## src/rtl/uart_rx_pkg.sv

```systemverilog
// Shared types and helpers for the parametrised UART receiver.
// Holds the frame state encoding, majority voting and parity reduction.
package uart_rx_pkg;

  typedef enum logic [2:0] {IDLE, START, DATA, PARITY, STOP, BRKWAIT} state_t;

  localparam int MAX_DATA_BITS = 16;

  function automatic logic maj3(input logic a, input logic b, input logic c);
    return (a & b) | (a & c) | (b & c);
  endfunction

  function automatic logic parity_of(input logic [MAX_DATA_BITS-1:0] v);
    return ^v;
  endfunction

endpackage

```

## src/rtl/uart_rx_tick.sv

```systemverilog
// Loadable down-counter that emits a one-cycle sample tick every reload+1 clocks.
// While disabled it sits at the reload value so the first tick lands a full period later.
module uart_rx_tick #(
  parameter int DIV_W = 16
) (
  input  logic             clk,
  input  logic             reset,
  input  logic             en,
  input  logic [DIV_W-1:0] reload,
  output logic             tick
);

  logic [DIV_W-1:0] cnt;

  assign tick = en && (cnt == '0);

  always_ff @(posedge clk or posedge reset) begin
    if (reset)
      cnt <= '0;
    else if (!en || tick)
      cnt <= reload;
    else
      cnt <= cnt - 1'b1;
  end

endmodule

```

## src/rtl/uart_rx_param.sv

```systemverilog
// Parametrised UART receiver: oversampled 3-sample majority voting, optional parity,
// one or two stop bits, and a valid/ready holding register with error and overrun flags.
module uart_rx_param
  import uart_rx_pkg::*;
#(
  parameter int DATA_BITS  = 8,
  parameter int OVERSAMPLE = 16,
  parameter int DIV_W      = 16
) (
  input  logic                 clk,
  input  logic                 reset,
  input  logic                 serial_in,
  input  logic [DIV_W-1:0]     baud_div,
  input  logic                 parity_en,
  input  logic                 parity_odd,
  input  logic                 two_stop,
  output logic [DATA_BITS-1:0] rx_data,
  output logic                 rx_valid,
  input  logic                 rx_ready,
  output logic                 rx_parity_err,
  output logic                 rx_frame_err,
  output logic                 overrun,
  input  logic                 overrun_clr,
  output logic                 busy
);

  localparam int SC_W = $clog2(OVERSAMPLE);
  localparam int BI_W = $clog2(DATA_BITS);
  localparam logic [SC_W-1:0] SC_LO   = SC_W'(OVERSAMPLE / 2 - 1);
  localparam logic [SC_W-1:0] SC_MID  = SC_W'(OVERSAMPLE / 2);
  localparam logic [SC_W-1:0] SC_HI   = SC_W'(OVERSAMPLE / 2 + 1);
  localparam logic [SC_W-1:0] SC_LAST = SC_W'(OVERSAMPLE - 1);
  localparam logic [BI_W-1:0] BI_LAST = BI_W'(DATA_BITS - 1);

  state_t               state, state_n;
  logic                 sync1, rxs;
  logic [SC_W-1:0]      sc;
  logic [BI_W-1:0]      bit_idx;
  logic [DATA_BITS-1:0] shreg;
  logic                 s_lo, s_mid;
  logic                 stop_second;
  logic                 perr_acc, ferr_acc, ferr_fin;
  logic [DIV_W-1:0]     div_q;
  logic                 tick, tick_en, resolve, bitv, done;
  logic [DIV_W-1:0]     reload;

  always_ff @(posedge clk or posedge reset) begin
    if (reset) begin
      sync1 <= 1'b1;
      rxs   <= 1'b1;
    end else begin
      sync1 <= serial_in;
      rxs   <= sync1;
    end
  end

  // Divisor is frozen at start detection so mid-frame changes cannot skew sampling.
  assign tick_en = (state == START) || (state == DATA) || (state == PARITY) || (state == STOP);
  assign reload  = (state == IDLE) ? baud_div : div_q;

  uart_rx_tick #(.DIV_W(DIV_W)) u_tick (
    .clk    (clk),
    .reset  (reset),
    .en     (tick_en),
    .reload (reload),
    .tick   (tick)
  );

  assign resolve  = tick && (sc == SC_HI);
  assign bitv     = maj3(s_lo, s_mid, rxs);
  assign ferr_fin = ferr_acc | ~bitv;
  assign busy     = (state != IDLE);

  always_ff @(posedge clk or posedge reset) begin
    if (reset)
      state <= IDLE;
    else
      state <= state_n;
  end

  always_comb begin
    state_n = state;
    done    = 1'b0;
    case (state)
      IDLE:    if (!rxs) state_n = START;
      START:   if (resolve) state_n = bitv ? IDLE : DATA;
      DATA:    if (resolve && bit_idx == BI_LAST) state_n = parity_en ? PARITY : STOP;
      PARITY:  if (resolve) state_n = STOP;
      STOP: begin
        if (resolve && !(two_stop && !stop_second)) begin
          done    = 1'b1;
          state_n = bitv ? IDLE : BRKWAIT;
        end
      end
      BRKWAIT: if (rxs) state_n = IDLE;
      default: state_n = IDLE;
    endcase
  end

  always_ff @(posedge clk or posedge reset) begin
    if (reset) begin
      sc          <= '0;
      bit_idx     <= '0;
      shreg       <= '0;
      s_lo        <= 1'b0;
      s_mid       <= 1'b0;
      stop_second <= 1'b0;
      perr_acc    <= 1'b0;
      ferr_acc    <= 1'b0;
      div_q       <= '0;
    end else if (state == IDLE) begin
      sc          <= '0;
      bit_idx     <= '0;
      stop_second <= 1'b0;
      perr_acc    <= 1'b0;
      ferr_acc    <= 1'b0;
      if (!rxs) div_q <= baud_div;
    end else if (tick) begin
      sc <= (sc == SC_LAST) ? '0 : sc + 1'b1;
      if (sc == SC_LO)  s_lo  <= rxs;
      if (sc == SC_MID) s_mid <= rxs;
      if (resolve) begin
        case (state)
          DATA: begin
            shreg   <= {bitv, shreg[DATA_BITS-1:1]};
            bit_idx <= bit_idx + 1'b1;
          end
          PARITY:  perr_acc <= parity_of(MAX_DATA_BITS'(shreg)) ^ bitv ^ parity_odd;
          STOP: begin
            ferr_acc    <= ferr_fin;
            stop_second <= 1'b1;
          end
          default: ;
        endcase
      end
    end
  end

  // Holding register: a frame lands only if the slot is empty or being drained this cycle.
  always_ff @(posedge clk or posedge reset) begin
    if (reset) begin
      rx_data       <= '0;
      rx_valid      <= 1'b0;
      rx_parity_err <= 1'b0;
      rx_frame_err  <= 1'b0;
      overrun       <= 1'b0;
    end else begin
      if (done && (!rx_valid || rx_ready)) begin
        rx_data       <= shreg;
        rx_parity_err <= perr_acc;
        rx_frame_err  <= ferr_fin;
        rx_valid      <= 1'b1;
      end else if (rx_valid && rx_ready) begin
        rx_valid <= 1'b0;
      end
      if (done && rx_valid && !rx_ready)
        overrun <= 1'b1;
      else if (overrun_clr)
        overrun <= 1'b0;
    end
  end

endmodule

```

## config.mk

```make
export PLATFORM = sky130hd
export DESIGN_NAME = uart_rx_param
export DESIGN_NICKNAME = d
export VERILOG_FILES = /design/src/rtl/uart_rx_pkg.sv /design/src/rtl/uart_rx_tick.sv /design/src/rtl/uart_rx_param.sv
export SDC_FILE = /design/constraint.sdc
export NUM_CORES = 1
export LEC_CHECK = 0
export CELL_PAD_IN_SITES_DETAIL_PLACEMENT = 0
export CELL_PAD_IN_SITES_GLOBAL_PLACEMENT = 1
export CORE_MARGIN = 1.5
export CORE_UTILIZATION = 30
export DETAILED_ROUTE_END_ITERATION = 8
export DONT_BUFFER_PORTS = 1
export PLACE_DENSITY_LB_ADDON = 0.08
export SLEW_MARGIN = 40
export SYNTH_ARGS = -nofsm -noshare
export SYNTH_HDL_FRONTEND = slang
export SYNTH_SLANG_ARGS = --single-unit
```

## constraint.sdc

```tcl
create_clock -name clk -period 3.1 [get_ports clk]
set_clock_uncertainty 0.05 [all_clocks]
set_input_delay 0.93 -clock clk [delete_from_list [all_inputs] [get_ports clk]]
set_output_delay 0.93 -clock clk [all_outputs]
set_load 0.01 [all_outputs]
```

Word level (Yosys, flattened, before mapping)
Cells that the tools add are included.

Add/subtract/negate cells: 3. Equality and inequality tests: 16. Bitwise logic cells: 11. Muxes and demuxes: 37. Reduce and logical (&&, ||, !) cells: 38.

Operators by type and width (number): 3-bit two-way mux (12); 16-bit two-way mux (2); 1-bit two-way mux (18); 3-bit case mux with 6 select lines (1); 16-bit zero test (1); 16-bit parity (1); 16-bit by 1-bit subtractor with 16-bit output (second input constant) (1); 3-bit AND reduction (5); 2-bit nonzero test (7); 4-bit equality test (second input constant) (3); 4-bit two-way mux (3); 3-bit equality test (second input constant) (3); 1-bit logical AND (9); 2-bit inequality test (second input constant) (4); 3-bit by 2-bit equality test with 1-bit output (second input constant) (2); 6-bit AND reduction (1); 1-bit zero test (5); 1-bit logical OR (5); 4-bit by 1-bit adder with 4-bit output (second input constant) (1); 4-bit by 3-bit equality test with 1-bit output (second input constant) (1); 2-bit by 1-bit inequality test with 1-bit output (second input constant) (2); 4-bit AND reduction (1); 3-bit by 1-bit adder with 3-bit output (second input constant) (1); 1-bit AND (3); other kinds (8) (13).

Flip-flop bits (word level): 69. Input bits: 24.

Longest topological paths before layout
Depth in word-level cells: 12. Depth in mapped cells: 8. Mapped depth without buffers: 7.

Modules after synthesis
From an unflattened synthesis, not the netlist that was laid out.

Cell total of the unflattened synthesis: 337. Area total of the unflattened synthesis: 3651.0 µm².

Modules (own cells, without submodules): uart_rx_param (area an instance 2680.1 µm², sequential area each 1328.8 µm², cells each 242, instances 1); uart_rx_tick (area an instance 970.9 µm², sequential area each 400.4 µm², cells each 95, instances 1).

Worst setup path before layout
OpenSTA, ideal clock, no wires.

Path type: flip-flop to output port. From: register state[1]. To: output port busy. Path slack: 0.648 ns. Arrival: 1.472 ns. Stages on the path, launching flop included: 7. Required time: 2.120 ns. Buffers on the path: 3. Path through: dfrtp_1 clkbuf_1 or2_2 buf_6 nor2_4 inv_2 clkbuf_1.

Word-level cells in the longest chain between the ends: 1.

RTL lines: start: declaration (line uart_rx_param.sv:35) `state_t state, state_n;`; start signal: assignment (line uart_rx_param.sv:78) `state <= state_n;`; 3-bit nonzero test (line uart_rx_param.sv:72) `assign busy = (state != IDLE);`; end: declaration (line uart_rx_param.sv:24) `output logic busy`.

No other way between the ends.

Final worst setup path
From: register u_tick.cnt[8]. To: register rx_data[2].

Word-level cells in the longest chain between the ends: 7.

RTL lines: start: declaration (line uart_rx_tick.sv:13) `logic [DIV_W-1:0] cnt;`; start signal: assignment (line uart_rx_tick.sv:21) `cnt <= reload;`; start signal: assignment (line uart_rx_tick.sv:23) `cnt <= cnt - 1'b1;`; 16-bit zero test (line uart_rx_tick.sv:15) `assign tick = en && (cnt == '0);`; 1-bit logical AND (line uart_rx_tick.sv:15); 1-bit logical AND (line uart_rx_param.sv:69) `assign resolve = tick && (sc == SC_HI);`; 1-bit logical AND (line uart_rx_param.sv:90) `if (resolve && !(two_stop && !stop_second)) begin`; 1-bit two-way mux (line uart_rx_param.sv:90); 1-bit two-way mux (line uart_rx_param.sv:84) `case (state)`; 1-bit logical AND (line uart_rx_param.sv:148) `if (done && (!rx_valid || rx_ready)) begin`; end signal: assignment (line uart_rx_param.sv:149) `rx_data <= shreg;`; end: declaration (line uart_rx_param.sv:17) `output logic [DATA_BITS-1:0] rx_data,`.

No other way between the ends. A chain may end at the register's enable or synchronous reset.

==> flow_summary.yaml <==
floorplan:
  placementRows: 39
  num_io_pins: 37
  fp.dieH_um: 110.9
  dieWidth_um: 110.9
  start_util_pct: 30.73
  dieArea_mm2: 0.01230
  core_mm2: 0.01137
pwr:
  power_density_mw_per_mm2: 500.2
  total_power_mw: 1.994
  p_leak_nw: 1.690
  peakVddDrop_mv: 0.2611
global_routing:
  antenna_found_initial: 0
  grt_pass1_wl_um: 12850
  grt_pass1_vias: 2508
  grtUsageMet3_pct: 3.390
  busiest_layer: "met2"
  use_met2_pct: 21.23
  grt_max_degree: 44
  groute.usage.overall_pct: 13.25
  met1_usage_pct: 16.99
  grt_overflow: 0
detailed_routing:
  via_per_inst: 4.873
  avgRoutedWirePerCell_um: 15.62
  postRouteAntennaNets: 0
  vias: 2271
  drc: 0
  routed_wl_um: 7281
  drt_pre_antenna_iters: 4
  drtIter0Drc: 72
logic_synthesis:
  ys_seq_area_share_pct: 49.50
  synthArstFlopShare_pct: 100.0
  ys_ff_latch: 69
  ys.flop_type: "dfrtp_1"
  avgSynthCellArea_um2: 11.23
  netlist_instances: 311
  ys_warn_count: 0
  ys_types: 55
  synth_edf_count: 0
  synthesis.nets: 342
  synth_area_mm2: 0.003493
cts:
  cts_buffer_depth: 2
  post_cts_buffers: 0
  root_buffer: "clkbuf_16"
  clk_pin_slew_ps: 60
  clkLatencyLatePin_ps: 340
  cts_hold_repair.buffers: 0
  post_cts_resize_count: 0
  cts.sinks: 69
  cts_tree: "built"
  htreeDepth: 3
  cts_buffers: 9
cells_and_area:
  n_antenna_cell: 0
  area_delta_synth_final_pct: 14.11
  drive_above_1_share_pct: 26.63
  seq_area_mm2: 0.001729
  layout_commonest_cell: "dfrtp_1"
  most-common-layout-cells: "dfrtp_1, mux2_2, nand2_1, o21ai_0, xnor2_1"
  stdcell_count: 466
  utilization_pct: 35.06
  fin_area_mm2: 0.003986
  multi_input_area_mm2: 0.001639
  nets: 349
  fillers: 1173
timing:
  grt_setup_unrepaired: "false"
  whs_ps: 305.9
  fin_tns_setup_ps: 0
  timing_hold_violations_final: 0
  maxSlewViolCount: 0
  setup_viol: 0
  period_share_pct: 82.96
  fmax_mhz: 388.8
  fin_ws_ps: 528.2
  min_period_ps: 2572
  worst_pin_slew_ps: 620.3
  max_slew_margin_pct: 58.59
worst_setup_path:
  max_stage_delay_ps: 540
  required_ps: 3270
  r2r_start: "u_tick.cnt[8]"
  cp.depth: 6
  critical_path.top_delay_family: "simple AND/OR/NAND/NOR gates"
  critical_path.startpoint: "u_tick.cnt[8]"
  critPathKind: "reg2reg"
  crit_slowest_cell: "or4_4"
  arrival_ps: 2740
  r2r.worst_path.cells: 6
  crit_path_end_kind: "flop"
  start_kind: "flop"
  critPathMaxFanout: 10
  worstPathCellList: "or4_4 > and4bb_1 > nand2_4 > nor4b_4 > buf_4 > mux2_2"
  crit_buf_inv: 1
placed_design:
  place.gp.congestion: 0.7040
  place_area_mm2: 0.003676
  portBuffers: 0
  dp_cells: 450
  dp_hpwl_um: 4840
  dpl_worst_slack_ps: 503.5
hold_path:
  hold_path.class: "reg2reg"
  hold_depth: 0
  hp-start: "sync1"
job:
  cap_violations: 0
status:
  status: "complete, no violations"
-- cell families after synthesis --
kind of cell	after synthesis	share of synthesized area [%]
simple gates	93	14.97
flops	69	49.50
mux	48	15.37
compound gates	45	7.772
buf+inv	26	3.689
xor+xnor	22	5.910
fa+ha+maj	8	2.794
-- sequential cells by signal, indices dropped and copies added (netlist names) --
| register | cells |
|---|---|
| rx_frame_err | 1 |
| rxs | 1 |
| rx_parity_err | 1 |
| sc | 4 |
| ferr_acc | 1 |
| rx_valid | 1 |
| u_tick.cnt | 16 |
| perr_acc | 1 |
| shreg | 8 |
| s_lo | 1 |
| stop_second | 1 |
| rx_data | 8 |
| overrun | 1 |
| s_mid | 1 |
| bit_idx | 3 |
| sync1 | 1 |
| div_q | 16 |
| state | 3 |
-- layer usage --
metal | wire, um | up-vias | share of wire [%]
li1 | - | 1109 | -
met1 | 3476 | 1118 | 48
met2 | 3431 | 34 | 47
met3 | 245 | 10 | 3.4
met4 | 128 | 0 | 1.8
met5 | 0 | - | 0
-- power by group --
part	total (mW)	internal (mW)	switching [mW]
Combinational	0.0249	0.00524	0.0197
Sequential	0.905	0.903	0.00147
Clock	1.06	0.650	0.415
Total	1.99	1.56	0.436
-- worst paths after layout --
check	end	slack (ps)
max in group asynchronous	rxs	1780
min	rxs	310
max reg2reg	rx_data[2]	530
min reg2reg	rxs	310
max	rx_data[2]	530
min in group asynchronous	div_q[2]	500
-- cell usage after synthesis, types with 2 or more instances --
cell type   n  area share (%)
a21oi_1     4            0.57
a31oi_1    10             1.8
buf_4       2            0.43
buf_6       3            0.97
clkbuf_1    7            0.75
dfrtp_1    67              48
dfstp_2     2             1.5
ha_1        7             2.5
inv_1      12             1.3
mux2_2     45              15
mux2i_1     3            0.86
nand2_1    35             3.8
nand2b_1    4            0.72
nand3_1     5            0.72
nand3b_1    3            0.64
nor2_1     14             1.5
nor3_1      8             1.1
nor4_1      3            0.54
o21a_1      2            0.43
o21ai_0    19             2.7
or3_1       3            0.54
xnor2_1    16             4.0
xor2_1      5             1.3
-- final cells by class --
cell class | count | area share (%)
clock buffer | 10 | 5.995
clock inverter | 6 | 1.789
inverter | 13 | 1.224
multi-input combinational | 216 | 41.12
sequential | 69 | 43.38
tap | 143 | 4.488
timing repair buffer | 9 | 2.009
(Power assumes the default switching activity.)
